## config.mk

```make
export PLATFORM = sky130hd
export DESIGN_NAME = xdma_nd_addr_gen_flat
export DESIGN_NICKNAME = d
export VERILOG_FILES = /design/src/rtl/xdma_pkg.sv /design/src/rtl/xdma_nd_addr_gen_if.sv /design/src/rtl/xdma_nd_dim_counter.sv /design/src/rtl/xdma_nd_addr_gen.sv /design/src/flat_wrapper.sv
export SDC_FILE = /design/constraint.sdc
export NUM_CORES = 2
export LEC_CHECK = 0
export BUFFER_PORTS_ARGS = -buffer_cell sky130_fd_sc_hd__buf_2
export CELL_PAD_IN_SITES_DETAIL_PLACEMENT = 0
export CELL_PAD_IN_SITES_GLOBAL_PLACEMENT = 2
export CORE_ASPECT_RATIO = 0.6
export CORE_MARGIN = 5
export CORE_UTILIZATION = 25
export CTS_CLUSTER_DIAMETER = 30
export CTS_CLUSTER_SIZE = 20
export DETAILED_ROUTE_END_ITERATION = 7
export PLACE_DENSITY_LB_ADDON = 0.25
export SLEW_MARGIN = 20
export SYNTH_ARGS = -nofsm -noshare
export SYNTH_HDL_FRONTEND = slang
export SYNTH_SLANG_ARGS = --single-unit
```

## constraint.sdc

```tcl
create_clock -name clk_i -period 30 [get_ports clk_i]
set_clock_uncertainty 0.1 [all_clocks]
set_input_delay 4.5 -clock clk_i [delete_from_list [all_inputs] [get_ports clk_i]]
set_output_delay 4.5 -clock clk_i [all_outputs]
set_load 0.01 [all_outputs]
```

## src/rtl/xdma_pkg.sv

```systemverilog
// ============================================================================
// xdma_pkg : shared XDMA widths, address types and address-generator state.
// Rev 1.0
// ============================================================================
`default_nettype none

package xdma_pkg;

  localparam int unsigned XDMA_ADDR_WIDTH   = 48;
  localparam int unsigned XDMA_STRIDE_WIDTH = 19;
  localparam int unsigned XDMA_BOUND_WIDTH  = 19;
  localparam int unsigned XDMA_NR_DIMENSION = 6;
  localparam int unsigned XDMA_NR_BROADCAST = 4;

  typedef logic [XDMA_ADDR_WIDTH-1:0]   addr_t;
  typedef logic [XDMA_STRIDE_WIDTH-1:0] stride_t;
  typedef logic [XDMA_BOUND_WIDTH-1:0]  bound_t;

  typedef enum logic [1:0] {
    AgIdle = 2'd0,
    AgRun  = 2'd1,
    AgDone = 2'd2
  } xdma_addr_gen_state_e;

endpackage

`default_nettype wire

```

## src/rtl/xdma_nd_addr_gen_if.sv

```systemverilog
// ============================================================================
// xdma_nd_addr_gen_if : job-config and address-beat bundle of the ND generator.
// Rev 1.0
// ============================================================================
`default_nettype none

interface xdma_nd_addr_gen_if
  import xdma_pkg::*;
#(
  parameter int unsigned ADDR_WIDTH   = XDMA_ADDR_WIDTH,
  parameter int unsigned STRIDE_WIDTH = XDMA_STRIDE_WIDTH,
  parameter int unsigned BOUND_WIDTH  = XDMA_BOUND_WIDTH,
  parameter int unsigned NR_DIMENSION = XDMA_NR_DIMENSION,
  parameter int unsigned NR_BROADCAST = XDMA_NR_BROADCAST
) ();

  logic                                 cfg_valid_i;
  logic                                 cfg_ready_o;
  logic [NR_BROADCAST*ADDR_WIDTH-1:0]   cfg_base_i;
  logic [NR_BROADCAST-1:0]              cfg_bcast_en_i;
  logic [NR_DIMENSION*BOUND_WIDTH-1:0]  cfg_bound_i;
  logic [NR_DIMENSION*STRIDE_WIDTH-1:0] cfg_stride_i;
  logic                                 abort_i;
  logic                                 addr_valid_o;
  logic                                 addr_ready_i;
  logic [NR_BROADCAST*ADDR_WIDTH-1:0]   addr_o;
  logic [NR_BROADCAST-1:0]              addr_bcast_en_o;
  logic                                 addr_last_o;
  logic                                 done_o;
  logic                                 busy_o;

  // Driver side: cfg decoder plus AW request builder.
  modport master (
    output cfg_valid_i, cfg_base_i, cfg_bcast_en_i, cfg_bound_i, cfg_stride_i,
    output abort_i, addr_ready_i,
    input  cfg_ready_o, addr_valid_o, addr_o, addr_bcast_en_o, addr_last_o,
    input  done_o, busy_o
  );

  modport slave (
    input  cfg_valid_i, cfg_base_i, cfg_bcast_en_i, cfg_bound_i, cfg_stride_i,
    input  abort_i, addr_ready_i,
    output cfg_ready_o, addr_valid_o, addr_o, addr_bcast_en_o, addr_last_o,
    output done_o, busy_o
  );

endinterface

`default_nettype wire

```

## src/rtl/xdma_nd_dim_counter.sv

```systemverilog
// ============================================================================
// xdma_nd_dim_counter : one temporal dimension; incremental index and offset.
// Rev 1.0
// ============================================================================
`default_nettype none

module xdma_nd_dim_counter
  import xdma_pkg::*;
#(
  parameter int unsigned ADDR_WIDTH   = XDMA_ADDR_WIDTH,
  parameter int unsigned STRIDE_WIDTH = XDMA_STRIDE_WIDTH,
  parameter int unsigned BOUND_WIDTH  = XDMA_BOUND_WIDTH
) (
  input  logic                    clk_i,
  input  logic                    rst_ni,
  input  logic                    i_clear,
  input  logic                    i_step,
  input  logic [BOUND_WIDTH-1:0]  i_bound,
  input  logic [STRIDE_WIDTH-1:0] i_stride,
  output logic [ADDR_WIDTH-1:0]   o_off,
  output logic                    o_at_max
);

  localparam logic [BOUND_WIDTH-1:0] c_one = {{(BOUND_WIDTH-1){1'b0}}, 1'b1};

  logic [BOUND_WIDTH-1:0] r_idx;
  logic [ADDR_WIDTH-1:0]  r_off;
  logic [ADDR_WIDTH-1:0]  w_stride_ext;

  assign w_stride_ext = {{(ADDR_WIDTH-STRIDE_WIDTH){1'b0}}, i_stride};

  // Offset tracks idx*stride without a multiplier; wraps modulo 2^ADDR_WIDTH.
  always_ff @(posedge clk_i) begin
    if (!rst_ni) begin
      r_idx <= '0;
      r_off <= '0;
    end else if (i_clear) begin
      r_idx <= '0;
      r_off <= '0;
    end else if (i_step) begin
      r_idx <= r_idx + c_one;
      r_off <= r_off + w_stride_ext;
    end
  end

  assign o_off    = r_off;
  assign o_at_max = (r_idx == (i_bound - c_one));

endmodule

`default_nettype wire

```

## src/rtl/xdma_nd_addr_gen.sv

```systemverilog
// ============================================================================
// xdma_nd_addr_gen : N-dim, M-way broadcast address generator (FSM, carry
// chain, offset adder, broadcast add). XDMA_ADDR_GEN_PERF_EN adds a beat counter.
// Rev 1.0
// ============================================================================
`default_nettype none

module xdma_nd_addr_gen
  import xdma_pkg::*;
#(
  parameter int unsigned ADDR_WIDTH   = XDMA_ADDR_WIDTH,
  parameter int unsigned STRIDE_WIDTH = XDMA_STRIDE_WIDTH,
  parameter int unsigned BOUND_WIDTH  = XDMA_BOUND_WIDTH,
  parameter int unsigned NR_DIMENSION = XDMA_NR_DIMENSION,
  parameter int unsigned NR_BROADCAST = XDMA_NR_BROADCAST
) (
  input  logic               clk_i,
  input  logic               rst_ni,
  xdma_nd_addr_gen_if.slave  bus
`ifdef XDMA_ADDR_GEN_PERF_EN
  ,
  output logic [31:0]        perf_beats_o
`endif
);

  xdma_addr_gen_state_e r_state;
  xdma_addr_gen_state_e w_state_next;

  logic [ADDR_WIDTH-1:0]   r_base   [NR_BROADCAST];
  logic [NR_BROADCAST-1:0] r_bcast_en;
  logic [BOUND_WIDTH-1:0]  r_bound  [NR_DIMENSION];
  logic [STRIDE_WIDTH-1:0] r_stride [NR_DIMENSION];

  logic                    w_cfg_ready;
  logic                    w_addr_valid;
  logic                    w_done;
  logic                    w_busy;
  logic                    w_cfg_hs;
  logic                    w_beat_hs;
  logic                    w_abort;
  logic                    w_any_zero;
  logic                    w_last;
  logic [NR_DIMENSION:0]   w_carry;
  logic [NR_DIMENSION-1:0] w_step;
  logic [NR_DIMENSION-1:0] w_clear;
  logic [NR_DIMENSION-1:0] w_at_max;
  logic [ADDR_WIDTH-1:0]   w_off    [NR_DIMENSION];
  logic [ADDR_WIDTH-1:0]   w_off_sum;
  logic [NR_BROADCAST*ADDR_WIDTH-1:0] w_addr;

  assign w_cfg_hs  = bus.cfg_valid_i & w_cfg_ready;
  assign w_abort   = (r_state == AgRun) & bus.abort_i;
  // Abort wins over a coincident beat handshake: that beat is not consumed.
  assign w_beat_hs = w_addr_valid & bus.addr_ready_i & ~bus.abort_i;

  always_comb begin
    w_any_zero = 1'b0;
    for (int d = 0; d < NR_DIMENSION; d++) begin
      if (bus.cfg_bound_i[d*BOUND_WIDTH +: BOUND_WIDTH] == '0) begin
        w_any_zero = 1'b1;
      end
    end
  end

  always_ff @(posedge clk_i) begin
    if (!rst_ni) begin
      r_state <= AgIdle;
    end else begin
      r_state <= w_state_next;
    end
  end

  always_comb begin
    w_state_next = r_state;
    case (r_state)
      AgIdle: begin
        if (w_cfg_hs) begin
          w_state_next = w_any_zero ? AgDone : AgRun;
        end
      end
      AgRun: begin
        if (w_abort) begin
          w_state_next = AgIdle;
        end else if (w_beat_hs && w_last) begin
          w_state_next = AgDone;
        end
      end
      AgDone:  w_state_next = AgIdle;
      default: w_state_next = AgIdle;
    endcase
  end

  always_comb begin
    w_cfg_ready  = 1'b0;
    w_addr_valid = 1'b0;
    w_done       = 1'b0;
    w_busy       = 1'b1;
    case (r_state)
      AgIdle: begin
        w_cfg_ready = 1'b1;
        w_busy      = 1'b0;
      end
      AgRun:   w_addr_valid = 1'b1;
      AgDone:  w_done       = 1'b1;
      default: w_busy       = 1'b0;
    endcase
  end

  always_ff @(posedge clk_i) begin
    if (!rst_ni) begin
      r_bcast_en <= '0;
      for (int b = 0; b < NR_BROADCAST; b++) r_base[b] <= '0;
      for (int d = 0; d < NR_DIMENSION; d++) begin
        r_bound[d]  <= '0;
        r_stride[d] <= '0;
      end
    end else if (w_cfg_hs) begin
      r_bcast_en <= bus.cfg_bcast_en_i;
      for (int b = 0; b < NR_BROADCAST; b++) begin
        r_base[b] <= bus.cfg_base_i[b*ADDR_WIDTH +: ADDR_WIDTH];
      end
      for (int d = 0; d < NR_DIMENSION; d++) begin
        r_bound[d]  <= bus.cfg_bound_i[d*BOUND_WIDTH +: BOUND_WIDTH];
        r_stride[d] <= bus.cfg_stride_i[d*STRIDE_WIDTH +: STRIDE_WIDTH];
      end
    end
  end

  // carry[d] is set when every dimension below d sits at its final index.
  assign w_carry[0] = 1'b1;

  generate
    for (genvar d = 0; d < NR_DIMENSION; d++) begin : g_dim
      assign w_carry[d+1] = w_carry[d] & w_at_max[d];
      assign w_step[d]    = w_beat_hs & w_carry[d] & ~w_at_max[d];
      assign w_clear[d]   = w_cfg_hs | (w_beat_hs & w_carry[d] & w_at_max[d]);

      xdma_nd_dim_counter #(
        .ADDR_WIDTH   (ADDR_WIDTH),
        .STRIDE_WIDTH (STRIDE_WIDTH),
        .BOUND_WIDTH  (BOUND_WIDTH)
      ) u_dim_counter (
        .clk_i    (clk_i),
        .rst_ni   (rst_ni),
        .i_clear  (w_clear[d]),
        .i_step   (w_step[d]),
        .i_bound  (r_bound[d]),
        .i_stride (r_stride[d]),
        .o_off    (w_off[d]),
        .o_at_max (w_at_max[d])
      );
    end
  endgenerate

  assign w_last = (r_state == AgRun) & w_carry[NR_DIMENSION];

  always_comb begin
    w_off_sum = '0;
    for (int d = 0; d < NR_DIMENSION; d++) begin
      w_off_sum = w_off_sum + w_off[d];
    end
  end

  always_comb begin
    w_addr = '0;
    for (int b = 0; b < NR_BROADCAST; b++) begin
      w_addr[b*ADDR_WIDTH +: ADDR_WIDTH] = r_base[b] + w_off_sum;
    end
  end

`ifdef XDMA_ADDR_GEN_PERF_EN
  logic [31:0] r_perf_beats;

  always_ff @(posedge clk_i) begin
    if (!rst_ni) begin
      r_perf_beats <= '0;
    end else if (w_beat_hs && (r_perf_beats != 32'hFFFF_FFFF)) begin
      r_perf_beats <= r_perf_beats + 32'd1;
    end
  end

  assign perf_beats_o = r_perf_beats;
`endif

  assign bus.cfg_ready_o     = w_cfg_ready;
  assign bus.addr_valid_o    = w_addr_valid;
  assign bus.addr_o          = w_addr;
  assign bus.addr_bcast_en_o = r_bcast_en;
  assign bus.addr_last_o     = w_last;
  assign bus.done_o          = w_done;
  assign bus.busy_o          = w_busy;

endmodule

`default_nettype wire
```

## src/flat_wrapper.sv

```systemverilog
// flat-port wrapper written by rule: the top's interface ports become plain ports
module xdma_nd_addr_gen_flat import xdma_pkg::*;
#(
  parameter int unsigned ADDR_WIDTH   = XDMA_ADDR_WIDTH,
  parameter int unsigned STRIDE_WIDTH = XDMA_STRIDE_WIDTH,
  parameter int unsigned BOUND_WIDTH  = XDMA_BOUND_WIDTH,
  parameter int unsigned NR_DIMENSION = XDMA_NR_DIMENSION,
  parameter int unsigned NR_BROADCAST = XDMA_NR_BROADCAST
)
  (clk_i, rst_ni, bus_cfg_valid_i, bus_cfg_base_i, bus_cfg_bcast_en_i, bus_cfg_bound_i, bus_cfg_stride_i, bus_abort_i, bus_addr_ready_i, bus_cfg_ready_o, bus_addr_valid_o, bus_addr_o, bus_addr_bcast_en_o, bus_addr_last_o, bus_done_o, bus_busy_o);
  xdma_nd_addr_gen_if #(.ADDR_WIDTH(ADDR_WIDTH), .STRIDE_WIDTH(STRIDE_WIDTH), .BOUND_WIDTH(BOUND_WIDTH), .NR_DIMENSION(NR_DIMENSION), .NR_BROADCAST(NR_BROADCAST)) bus_i ();
  input  logic clk_i;
  input  logic rst_ni;
  input wire logic [$bits(bus_i.cfg_valid_i)-1:0] bus_cfg_valid_i;
  input wire logic [$bits(bus_i.cfg_base_i)-1:0] bus_cfg_base_i;
  input wire logic [$bits(bus_i.cfg_bcast_en_i)-1:0] bus_cfg_bcast_en_i;
  input wire logic [$bits(bus_i.cfg_bound_i)-1:0] bus_cfg_bound_i;
  input wire logic [$bits(bus_i.cfg_stride_i)-1:0] bus_cfg_stride_i;
  input wire logic [$bits(bus_i.abort_i)-1:0] bus_abort_i;
  input wire logic [$bits(bus_i.addr_ready_i)-1:0] bus_addr_ready_i;
  output wire logic [$bits(bus_i.cfg_ready_o)-1:0] bus_cfg_ready_o;
  output wire logic [$bits(bus_i.addr_valid_o)-1:0] bus_addr_valid_o;
  output wire logic [$bits(bus_i.addr_o)-1:0] bus_addr_o;
  output wire logic [$bits(bus_i.addr_bcast_en_o)-1:0] bus_addr_bcast_en_o;
  output wire logic [$bits(bus_i.addr_last_o)-1:0] bus_addr_last_o;
  output wire logic [$bits(bus_i.done_o)-1:0] bus_done_o;
  output wire logic [$bits(bus_i.busy_o)-1:0] bus_busy_o;
  assign bus_i.cfg_valid_i = bus_cfg_valid_i;
  assign bus_i.cfg_base_i = bus_cfg_base_i;
  assign bus_i.cfg_bcast_en_i = bus_cfg_bcast_en_i;
  assign bus_i.cfg_bound_i = bus_cfg_bound_i;
  assign bus_i.cfg_stride_i = bus_cfg_stride_i;
  assign bus_i.abort_i = bus_abort_i;
  assign bus_i.addr_ready_i = bus_addr_ready_i;
  assign bus_cfg_ready_o = bus_i.cfg_ready_o;
  assign bus_addr_valid_o = bus_i.addr_valid_o;
  assign bus_addr_o = bus_i.addr_o;
  assign bus_addr_bcast_en_o = bus_i.addr_bcast_en_o;
  assign bus_addr_last_o = bus_i.addr_last_o;
  assign bus_done_o = bus_i.done_o;
  assign bus_busy_o = bus_i.busy_o;
  xdma_nd_addr_gen #(.ADDR_WIDTH(ADDR_WIDTH), .STRIDE_WIDTH(STRIDE_WIDTH), .BOUND_WIDTH(BOUND_WIDTH), .NR_DIMENSION(NR_DIMENSION), .NR_BROADCAST(NR_BROADCAST)) u_core (.clk_i(clk_i), .rst_ni(rst_ni), .bus(bus_i));
endmodule
```

==> metrics <==
Yosys warnings=0; largest area contributor in the netlist=edfxtp_1; pin count of the biggest net entering global routing=112; dpl cell area=between 60000 and 70000 um2; drt via density=4.711; Syn Area/Cell=9.095 um2; Overflow after GRT=0; share of post-route cells with drive strength above 1=between 10% and 20%; top cells by area, synth=edfxtp_1 (22%), dfxtp_1 (14%), ha_1 (8.0%), fa_1 (6.7%), xnor2_1 (6.4%); Worst-Margin Slew=~1.2 ns; Max clock buf depth=4; CTS tree=done; top_reg_cell synth=edfxtp_1; worst skew pair latency=a little under 0.9 ns; Post-Syn Instances=6425; CP Class=flip-flop to primary output; Simple-Gate Fraction of Synth Area=20.95%; Hold Violations, Final=0; CTS Root Cell=clkbuf_16; fin crit period=about 14 ns; Hold Worst Slack=around 0.37 ns; clk sink count=828; GRT Overall Usage=17.30%; FP Rows=about 140; P per Cell Area=57.70 nW/um2; Final Max Tran Viols=0; commonest non-fill, non-tap cell in the layout=buf_2; antenna violations before repair=40; Final Wtd Congestion=~0.86; data arrival time of the worst path=approximately 10 ns; Hold Buf Count CTS=0; fill count=around 25000; static leakage=~0.031 uW; DR WL/cell=between 20 and 25 um; vias in the first global route=slightly below 50000; Area Overhead vs Synth=25.09%; CTS Buf Count=roughly 220; Die H=~380 um; Antenna Nets Post-Route=0; DRT Wirelength=218200 um; post-CTS sizing=0; Maximum Capacitance Violations=0; CP Launch Type=flip-flop; RSZ-0062 raised after global routing=false; largest fanout on the critical path=8; Setup TNS=0 ns; maximum vdd drop=around 0.041 mV; largest family of logic cells by synthesized area=simple AND/OR/NAND/NOR gates; Initial Utilization=between 20% and 30%; hpwl dp=about 170000 um; # setup viols final=0; Rel. slew slack=21.17%; fraction of the mapped netlist area in compound gates=13.92%; most frequent cells in the layout=buf_2 (629), nor2_1 (546), inv_1 (543); ys async rst share=0%; post-route design area=73100 um2; type of destination of the critical path=primary output; I/O pin cnt=between 600 and 700; status=finished, final reports clean; CP most frequent cell=inv_1; Worst path slowest cell=a211oi_1; Setup Buffers After CTS=0; Max stage delay on crit path=0.87 ns; syn_nets=7426; data required time of the critical path=roughly 25 ns; Final nets=approximately 8100; Reg clk slew, reported paths=~0.040 ns; Min-Delay Path Class=flip-flop to flip-flop; initial DRC count=approximately 3300; DRT Pass-1 Iters=5; Synth Area in XOR/XNOR=roughly 9.7%; CORE AREA=~230000 um2; Seq/Total Area, Yosys=35.56%; Yosys top cell area share=~22%; Synth cell types=88; final worst-path cycle share=47.96%; synthesized area=roughly 60000 um2; DIE WIDTH=between 600 and 700 um; fmax=between 60 and 70 MHz; DIE AREA=between 200000 and 250000 um2; DRC=0; #FFs+latches synth=828; Post-synth EDFFs=420; DR vias=49347; Adder-Cell Fraction of Synth Area=14.78%; H-tree Lvls=4; mux cell area share after synthesis=0.2655%; first-pass GRT wire length=between 300000 and 400000 um; Port-buffer cells=629
cell type report:
cell class / instances / area [um2] / share of cell area (%)
flip-flops and latches: 828 / 20780 / 28.43
diodes: 17 / 42.54 / 0.05819
clock inverters: 144 / 1689 / 2.311
well taps: 3127 / 3913 / 5.352
repair buffers: 692 / 3641 / 4.981
multi-input cells: 4854 / 34980 / 47.85
inverters: 544 / 2049 / 2.804
clock buffers: 268 / 6006 / 8.216
kinds of logic (layout without fill, tap and decap cells):
kind of cell             after synthesis  after routing
adder cells (fa/ha/maj)              572            572
flip-flops                           828            828
AND/OR/NAND/NOR                     2333           2333
multiplexers                          15             15
buffers and inverters                743           1648
AO/OA/AOI/OAI                       1287           1287
XOR/XNOR                             647            647
other                                  0             17
sequential cells by signal (all words and copies together), names as in the netlist:
signal                            flops
u_core.r_base                       192
u_core.r_state                        2
u_core.g_dim.u_dim_counter.o_off    288
u_core.bus.addr_bcast_en_o            4
u_core.r_stride                     114
u_core.g_dim.u_dim_counter.r_idx    114
u_core.r_bound                      114
worst paths after layout:
check             slack (ns)                                           startpoint  depth (start not counted)                                                   end
setup / recovery       15.61  u_core.g_dim[5].u_dim_counter.o_off[2]$_SDFFE_PP0P_                         31                                        bus_addr_o[88]
hold / removal          0.37  u_core.g_dim[5].u_dim_counter.o_off[2]$_SDFFE_PP0P_                          2   u_core.g_dim[5].u_dim_counter.o_off[2]$_SDFFE_PP0P_
setup reg to reg       23.67                  u_core.r_bound[0][57]$_SDFFCE_PN0P_                         13  u_core.g_dim[4].u_dim_counter.o_off[36]$_SDFFE_PP0P_
hold reg to reg         0.37  u_core.g_dim[5].u_dim_counter.o_off[2]$_SDFFE_PP0P_                          2   u_core.g_dim[5].u_dim_counter.o_off[2]$_SDFFE_PP0P_
layer usage:
metal / up-vias / GRT usage (%) / part of all wire (%)
met4: 4 / 4.740 / 2.6
met1: 23666 / 25.17 / 49
met2: 1225 / 26.05 / 43
met5: - / 0 / 0.012
li1: 24128 / - / -
met3: 324 / 3.209 / 5.4
where the power goes:
part           switching (uW)  total (uW)  internal (uW)
sequential               52.6        1320           1270
combinational             268         429            161
clock                     795        2470           1670
total                    1120        4220           3100
worst max-delay path, delay by kind of cell (launching register included):
family | cells | cell delay (ns)
AOI/OAI and AO/OA | 13 | 4.84
adders and majority gates | 6 | 2.35
and+or+nand+nor | 4 | 0.47
xor gates and xnor gates | 2 | 0.47
buffers and inverters | 6 | 0.46
DFF | 1 | 0.34
synth_stat cells, drive strengths merged (70+ instances only):
cell type,count
nor2,547
inv,544
and2,450
a21oi,445
xnor2,425
edfxtp,420
dfxtp,408
ha,375
nand2,358
o21ai,244
xor2,220
fa,197
a21o,172
clkbuf,172
nand3,172
nor3,150
or3,117
nor4,112
nand4,107
and3,70
stage by stage:
| step | setup WS (ns) | power, uW | instances | utilization [%] |
|---|---|---|---|---|
| final | 15.61 | 4218 | 10474 | 31.45 |
| after global routing | 14.94 | 4396 | 10463 | 31.44 |
| after CTS | 15.61 | 4290 | 10456 | 31.41 |
| after detailed placement | 16.55 | 1777 | 10044 | 28.10 |
| after global placement | 16.57 | 1777 | 10044 | 28.10 |
| after floorplan | 12.28 | 1610 | 6425 | - |
No activity file was read; power rests on OpenSTA's default activity.
